`src/rtl/wb_stage_if.sv`:
```
// Memory-stage to writeback-stage instruction handshake.
// The memory stage drives an instruction under valid; writeback answers with ready.
interface wb_stage_if;
  logic        valid;
  logic        ready;
  logic [4:0]  rd;
  logic        rd_we;
  logic        is_load;
  logic [2:0]  funct3;
  logic [1:0]  addr_lo;
  logic [31:0] alu;
  logic [31:0] mem_rdata;

  modport master (
    output valid, rd, rd_we, is_load, funct3, addr_lo, alu, mem_rdata,
    input  ready
  );

  modport slave (
    input  valid, rd, rd_we, is_load, funct3, addr_lo, alu, mem_rdata,
    output ready
  );
endinterface

```
`src/rtl/wb_stage.sv`:
```
// RV32 writeback stage: load alignment/extension, x0 suppression, load fault detection,
// a small skid FIFO absorbing register-file stalls, and a retired-instruction counter.
module wb_stage #(
  parameter int unsigned DEPTH = 2,
  parameter int unsigned CNT_W = 64
) (
  input  logic             clk_i,
  input  logic             rst_ni,
  wb_stage_if.slave        in_if,
  input  logic             wb_stall_i,
  output logic             wb_en_o,
  output logic [4:0]       wb_reg_o,
  output logic [31:0]      wb_val_o,
  output logic             load_fault_o,
  output logic [CNT_W-1:0] instret_o
);

  localparam int unsigned PtrW = (DEPTH > 1) ? $clog2(DEPTH) : 1;
  localparam int unsigned CntBits = PtrW + 1;
  localparam logic [CntBits-1:0] DepthCnt = CntBits'(DEPTH);

  typedef struct packed {
    logic        we;
    logic [4:0]  rd;
    logic [31:0] value;
    logic        fault;
  } entry_t;

  entry_t              mem_q [DEPTH];
  logic [PtrW-1:0]     wr_ptr_q, wr_ptr_d;
  logic [PtrW-1:0]     rd_ptr_q, rd_ptr_d;
  logic [CntBits-1:0]  count_q, count_d;
  logic                wb_en_q, wb_en_d;
  logic [4:0]          wb_reg_q, wb_reg_d;
  logic [31:0]         wb_val_q, wb_val_d;
  logic                fault_q, fault_d;
  logic [CNT_W-1:0]    instret_q, instret_d;

  logic [31:0] word;
  logic [31:0] load_val;
  logic        load_bad;
  entry_t      new_entry;
  entry_t      head;
  logic        fifo_empty;
  logic        push;
  logic        fifo_write;
  logic        fifo_read;
  logic        do_pop;

  // Load data alignment and legality, evaluated at accept time.
  always_comb begin
    word     = in_if.mem_rdata >> {in_if.addr_lo, 3'b000};
    load_val = '0;
    load_bad = 1'b0;
    case (in_if.funct3)
      3'b000: load_val = {{24{word[7]}}, word[7:0]};
      3'b100: load_val = {24'b0, word[7:0]};
      3'b001: begin
        load_val = {{16{word[15]}}, word[15:0]};
        load_bad = in_if.addr_lo[0];
      end
      3'b101: begin
        load_val = {16'b0, word[15:0]};
        load_bad = in_if.addr_lo[0];
      end
      3'b010: begin
        load_val = in_if.mem_rdata;
        load_bad = (in_if.addr_lo != 2'b00);
      end
      default: load_bad = 1'b1;
    endcase

    new_entry.fault = in_if.is_load && load_bad;
    new_entry.value = in_if.is_load ? load_val : in_if.alu;
    new_entry.rd    = in_if.rd;
    new_entry.we    = in_if.rd_we && (in_if.rd != 5'd0) && !new_entry.fault;
  end

  assign in_if.ready = (count_q < DepthCnt);
  assign fifo_empty  = (count_q == '0);
  assign push        = in_if.valid && in_if.ready;
  // An empty FIFO with no stall forwards the incoming entry without storing it.
  assign fifo_read   = !fifo_empty && !wb_stall_i;
  assign fifo_write  = push && !(fifo_empty && !wb_stall_i);
  assign do_pop      = !wb_stall_i && (!fifo_empty || push);
  assign head        = fifo_empty ? new_entry : mem_q[rd_ptr_q];

  always_comb begin
    wr_ptr_d  = wr_ptr_q;
    rd_ptr_d  = rd_ptr_q;
    count_d   = count_q;
    wb_en_d   = 1'b0;
    fault_d   = 1'b0;
    wb_reg_d  = wb_reg_q;
    wb_val_d  = wb_val_q;
    instret_d = instret_q;

    if (fifo_write) begin
      wr_ptr_d = wr_ptr_q + 1'b1;
    end
    if (fifo_read) begin
      rd_ptr_d = rd_ptr_q + 1'b1;
    end
    if (fifo_write && !fifo_read) begin
      count_d = count_q + CntBits'(1);
    end else if (!fifo_write && fifo_read) begin
      count_d = count_q - CntBits'(1);
    end

    if (do_pop) begin
      wb_en_d  = head.we;
      wb_reg_d = head.rd;
      wb_val_d = head.value;
      fault_d  = head.fault;
      if (!head.fault) begin
        instret_d = instret_q + CNT_W'(1);
      end
    end
  end

  always_ff @(posedge clk_i) begin
    if (!rst_ni) begin
      wr_ptr_q  <= '0;
      rd_ptr_q  <= '0;
      count_q   <= '0;
      wb_en_q   <= 1'b0;
      wb_reg_q  <= '0;
      wb_val_q  <= '0;
      fault_q   <= 1'b0;
      instret_q <= '0;
    end else begin
      wr_ptr_q  <= wr_ptr_d;
      rd_ptr_q  <= rd_ptr_d;
      count_q   <= count_d;
      wb_en_q   <= wb_en_d;
      wb_reg_q  <= wb_reg_d;
      wb_val_q  <= wb_val_d;
      fault_q   <= fault_d;
      instret_q <= instret_d;
    end
  end

  // Payload storage needs no reset; validity is tracked by count_q.
  always_ff @(posedge clk_i) begin
    if (fifo_write) begin
      mem_q[wr_ptr_q] <= new_entry;
    end
  end

  assign wb_en_o      = wb_en_q;
  assign wb_reg_o     = wb_reg_q;
  assign wb_val_o     = wb_val_q;
  assign load_fault_o = fault_q;
  assign instret_o    = instret_q;

endmodule

```
`src/flat_wrapper.sv`:
```
// flat-port wrapper written by rule: the top's interface ports become plain ports
module wb_stage_flat 
#(
  parameter int unsigned DEPTH = 2,
  parameter int unsigned CNT_W = 64
)
  (clk_i, rst_ni, wb_stall_i, wb_en_o, wb_reg_o, wb_val_o, load_fault_o, instret_o, in_if_valid, in_if_rd, in_if_rd_we, in_if_is_load, in_if_funct3, in_if_addr_lo, in_if_alu, in_if_mem_rdata, in_if_ready);
  wb_stage_if in_if_i ();
  input  logic clk_i;
  input  logic rst_ni;
  input  logic wb_stall_i;
  output logic wb_en_o;
  output logic [4:0] wb_reg_o;
  output logic [31:0] wb_val_o;
  output logic load_fault_o;
  output logic [CNT_W-1:0] instret_o;
  input wire logic [$bits(in_if_i.valid)-1:0] in_if_valid;
  input wire logic [$bits(in_if_i.rd)-1:0] in_if_rd;
  input wire logic [$bits(in_if_i.rd_we)-1:0] in_if_rd_we;
  input wire logic [$bits(in_if_i.is_load)-1:0] in_if_is_load;
  input wire logic [$bits(in_if_i.funct3)-1:0] in_if_funct3;
  input wire logic [$bits(in_if_i.addr_lo)-1:0] in_if_addr_lo;
  input wire logic [$bits(in_if_i.alu)-1:0] in_if_alu;
  input wire logic [$bits(in_if_i.mem_rdata)-1:0] in_if_mem_rdata;
  output wire logic [$bits(in_if_i.ready)-1:0] in_if_ready;
  assign in_if_i.valid = in_if_valid;
  assign in_if_i.rd = in_if_rd;
  assign in_if_i.rd_we = in_if_rd_we;
  assign in_if_i.is_load = in_if_is_load;
  assign in_if_i.funct3 = in_if_funct3;
  assign in_if_i.addr_lo = in_if_addr_lo;
  assign in_if_i.alu = in_if_alu;
  assign in_if_i.mem_rdata = in_if_mem_rdata;
  assign in_if_ready = in_if_i.ready;
  wb_stage #(.DEPTH(DEPTH), .CNT_W(CNT_W)) u_core (.clk_i(clk_i), .rst_ni(rst_ni), .in_if(in_if_i), .wb_stall_i(wb_stall_i), .wb_en_o(wb_en_o), .wb_reg_o(wb_reg_o), .wb_val_o(wb_val_o), .load_fault_o(load_fault_o), .instret_o(instret_o));
endmodule
```
`config.mk`:
```
export PLATFORM = sky130hd
export DESIGN_NAME = wb_stage_flat
export DESIGN_NICKNAME = d
export VERILOG_FILES = /design/src/rtl/wb_stage_if.sv /design/src/rtl/wb_stage.sv /design/src/flat_wrapper.sv
export SDC_FILE = /design/constraint.sdc
export NUM_CORES = 1
export LEC_CHECK = 0
export CAP_MARGIN = 30
export CORE_AREA = 2 2 143 145
export DETAILED_ROUTE_END_ITERATION = 16
export DIE_AREA = 0 0 145 147
export MAX_ROUTING_LAYER = met4
export PLACE_DENSITY = 0.82
export RECOVER_POWER = 25
export SLEW_MARGIN = 15
export SYNTH_ARGS = -nofsm -noshare
export SYNTH_HDL_FRONTEND = slang
export SYNTH_SLANG_ARGS = --single-unit
```
`constraint.sdc`:
```
create_clock -name clk_i -period 3.3 [get_ports clk_i]
set_clock_uncertainty 0.15 [all_clocks]
set_input_delay 0.66 -clock clk_i [delete_from_list [all_inputs] [get_ports clk_i]]
set_output_delay 0.66 -clock clk_i [all_outputs]
set_load 0.01 [all_outputs]
```
==> flow_metrics.env <==
export IMPL_pre_cts_ws_ns=0.139
export IMPL_status="completed"
export IMPL_path_class="input port to register"
export IMPL_met1_usage=0.308
export IMPL_worst_pin_slew_ns=0.801
export IMPL_nets=1137
export IMPL_fin_crit_sh=0.904
export IMPL_syn_cell_area_mm2=0.00879
export IMPL_async_flop_share=0
export IMPL_final_antenna_net_count=0
export IMPL_cp_max_fo=33
export IMPL_timing_final_ws_setup_ns=0.318
export IMPL_ys_flop_type="dfxtp_1"
export IMPL_die_w_um=145
export IMPL_grt_max_degree=65
export IMPL_end_kind="register"
export IMPL_crit_path_top_delay_cell="dlygate4sd3_1"
export IMPL_cp_top_family="buffers and inverters"
export IMPL_ioPinCount=184
export IMPL_multiInputGateArea_mm2=0.00399
export IMPL_power_density_mw_per_mm2=598
export IMPL_final_max_slew_violation_count=0
export IMPL_final_setup_tns_ns=0
export IMPL_cp_data_required_time_ns=3.23
export IMPL_grt_usage=0.241
export IMPL_r2r_start="u_core.instret_o[18]"
export IMPL_ctsHoldBuffers=0
export IMPL_synth_seq_cells=186
export IMPL_core_area_mm2=0.0198
export IMPL_grt_pass1_wl_um=40000
export IMPL_rows=52
export IMPL_n_fill_cell=1673
export IMPL_drc=0
export IMPL_num_vias=8073
export IMPL_gr_usage_met2=0.386
export IMPL_io_buffers=183
export IMPL_gp_congestion=0.929
export IMPL_synth_edf_count=78
export IMPL_slew_headroom=0.466
export IMPL_cp_buffers_inverters=3
export IMPL_met3_usage=0.0516
export IMPL_clock_path_buffers=2
export IMPL_drv_cap=0
export IMPL_htree_levels=4
export IMPL_initial_core_util=0.443
export IMPL_seqCellArea_mm2=0.00451
export IMPL_hold_viol=0
export IMPL_setup_viol_count_final=0
export IMPL_cts_buffers=17
export IMPL_clkTransAtPathRegs_ns=0.07
export IMPL_fmax_mhz=335
export IMPL_cp_arrival_ns=2.91
export IMPL_p_leak_nw=3.97
export IMPL_yosysWarnings=0
export IMPL_postCtsSetupBuffers=0
export IMPL_cts_root_buffer="clkbuf_16"
export IMPL_crit_chain="dlygate4sd3_1 -> o211ai_1 -> clkbuf_1 -> nor2_1 -> clkbuf_4"
export IMPL_worstSetupStartpoint="wb_stall_i"
export IMPL_postCtsResizedCells=0
export IMPL_hp_start="u_core.wb_reg_o[1]"
export IMPL_firstDrtPassIters=8
export IMPL_cpPeakStageDelay_ns=0.77
export IMPL_wl_per_cell_um=18.9
export IMPL_hpwl_um=17600
export IMPL_routed_wirelength_um=25300
export IMPL_syn_nets=967
export IMPL_peakVddDrop_mv=0.425
export IMPL_yosysSeqAreaShare=0.512
export IMPL_viasPerCell=6.03
export IMPL_syn_to_final_growth_pct=32.0
export IMPL_cts_tree="built"
export IMPL_syn_inst=885
export IMPL_syn_avg_cell_area_um2=9.94
export IMPL_drive_gt1_frac=0.0815
export IMPL_cp_start_kind="input port"
export IMPL_cts_sinks=186
export IMPL_netlist_cell_type_count=52
export IMPL_dieArea_mm2=0.0213
export IMPL_grt_pass1_vias=7574
export IMPL_busiest_layer="met2"
export IMPL_die_h_um=147
export IMPL_grt_overflow=0
export IMPL_antenna_found_initial=1
export IMPL_rsz0062_at_grt="no"
export IMPL_drtIter0Drc=871
export IMPL_period_needed_ns=2.98
export IMPL_insertion_delay_ns=0.44
export IMPL_min_path_type="register to register"
## path summary, 6_finish.rpt
check,end,slack (ns),depth (start not counted)
max,u_core.mem_q[0][27],0.32,5
min,u_core.wb_reg_o[1],0.31,2
max reg2reg,u_core.instret_o[63],0.64,5
min reg2reg,u_core.wb_reg_o[1],0.31,2
## cell usage after synthesis, types with 2 or more instances
cell type	instances	share of area
and3_1	10	0.0071
edfxtp_1	78	0.27
o311ai_1	3	0.0030
mux2_2	15	0.019
nand4_1	16	0.011
o211ai_1	35	0.030
xnor2_1	3	0.0030
buf_1	8	0.0034
nand3_1	57	0.032
and4_1	4	0.0040
o2bb2ai_1	8	0.0080
or3_1	14	0.010
nand4b_1	9	0.0090
nor3_1	7	0.0040
a22o_1	8	0.0080
ha_1	2	0.0028
nor2b_1	3	0.0021
o21ai_0	33	0.019
nor2_1	38	0.016
o311ai_0	4	0.0040
a221oi_1	8	0.0080
inv_1	16	0.0068
or2_2	3	0.0021
a22oi_1	24	0.020
or4_1	25	0.021
mux2i_1	37	0.042
buf_2	10	0.0057
o41ai_1	12	0.012
dfxtp_1	108	0.25
o31ai_1	22	0.019
clkbuf_1	45	0.019
nand2b_1	11	0.0078
and2_1	5	0.0036
xor2_1	13	0.013
nor4_1	9	0.0064
a21oi_1	68	0.039
a222oi_1	8	0.0091
nand2_1	90	0.038
o21a_1	3	0.0026
## metal layers
metal	share of wire	vias to the layer above
li1	-	3765
met1	0.41	3849
met2	0.48	417
met3	0.087	42
met4	0.022	0
met5	0	-
## sequential cells by signal (all words and copies together) (netlist names), named ones only
name,cells
u_core.wb_val_o,32
u_core.count_q,2
u_core.rd_ptr_q,1
u_core.load_fault_o,1
u_core.wr_ptr_q,1
u_core.instret_o,64
u_core.mem_q,78
u_core.wb_en_o,1
u_core.wb_reg_o,5
## worst reg2reg max path, cell delays in order (launching register included)
cell and delay [ns]:
dfxtp_1 0.43, and4_1 0.30, nand3_1 0.26, or3_1 0.73
or4_1 0.60, a21oi_1 0.14
## logic make-up (layout without fill, tap and decap cells)
group | count (synthesis) | in the layout | synth area share
compound gates | 242 | 242 | 0.188
xor+xnor | 16 | 16 | 0.0159
fa+ha+maj | 2 | 2 | 0.00285
buf+inv | 79 | 262 | 0.0351
flops | 186 | 186 | 0.512
mux | 53 | 53 | 0.0639
other cells | 0 | 1 | 0
simple gates | 307 | 307 | 0.182
## placed cells by master, fill, tap and decap left out, types with 4 or more instances in the layout
master             n
o41ai_1           12
a221oi_1           8
buf_4             26
xor2_1            13
mux2i_1           37
nor4_1             9
o31ai_1           22
dfxtp_1          107
inv_1             15
nand2b_1          11
inv_6              6
clkdlybuf4s50_1  123
nand4_1           16
a222oi_1           8
or3_1             14
nor3_1             7
o2bb2ai_1          8
clkbuf_16         17
a22oi_1           24
nand3_1           57
edfxtp_1          78
and3_1            10
o211ai_1          35
nor2_1            37
and4_1             4
and2_1             4
a22o_1             8
a21oi_1           68
or4_1             25
mux2_2            15
dlygate4sd3_1     59
o311ai_0           4
nand2_1           90
o21ai_0           33
nand4b_1           9
## through the flow
step                utilization  total power [mW]  instances  hold slack [ns]  area [µm²]
global route              0.585              7.23       1339            0.336       11600
detailed placement        0.555              4.88       1306            0.302       11000
floorplan                     -              4.03        885            0.322        8790
CTS                       0.586              7.04       1338            0.312       11600
global placement          0.555              4.83       1306            0.298       11000
finish                    0.585              6.94       1339            0.307       11600
## cell type report
cell class              count  area share
inverters                  16     0.00517
clock buffers              17      0.0366
well taps                 270      0.0291
flip-flops and latches    186       0.388
repair buffers            214       0.180
multi-input cells         620       0.344
clock inverters            15      0.0168
diodes                      1    0.000216
## power breakdown
| group | total (mW) | switching, mW | internal, mW |
|---|---|---|---|
| combinational | 1.90 | 1.14 | 0.759 |
| sequential | 2.88 | 0.141 | 2.74 |
| clock | 2.16 | 0.992 | 1.16 |
Power figures use the tool's default switching activity.
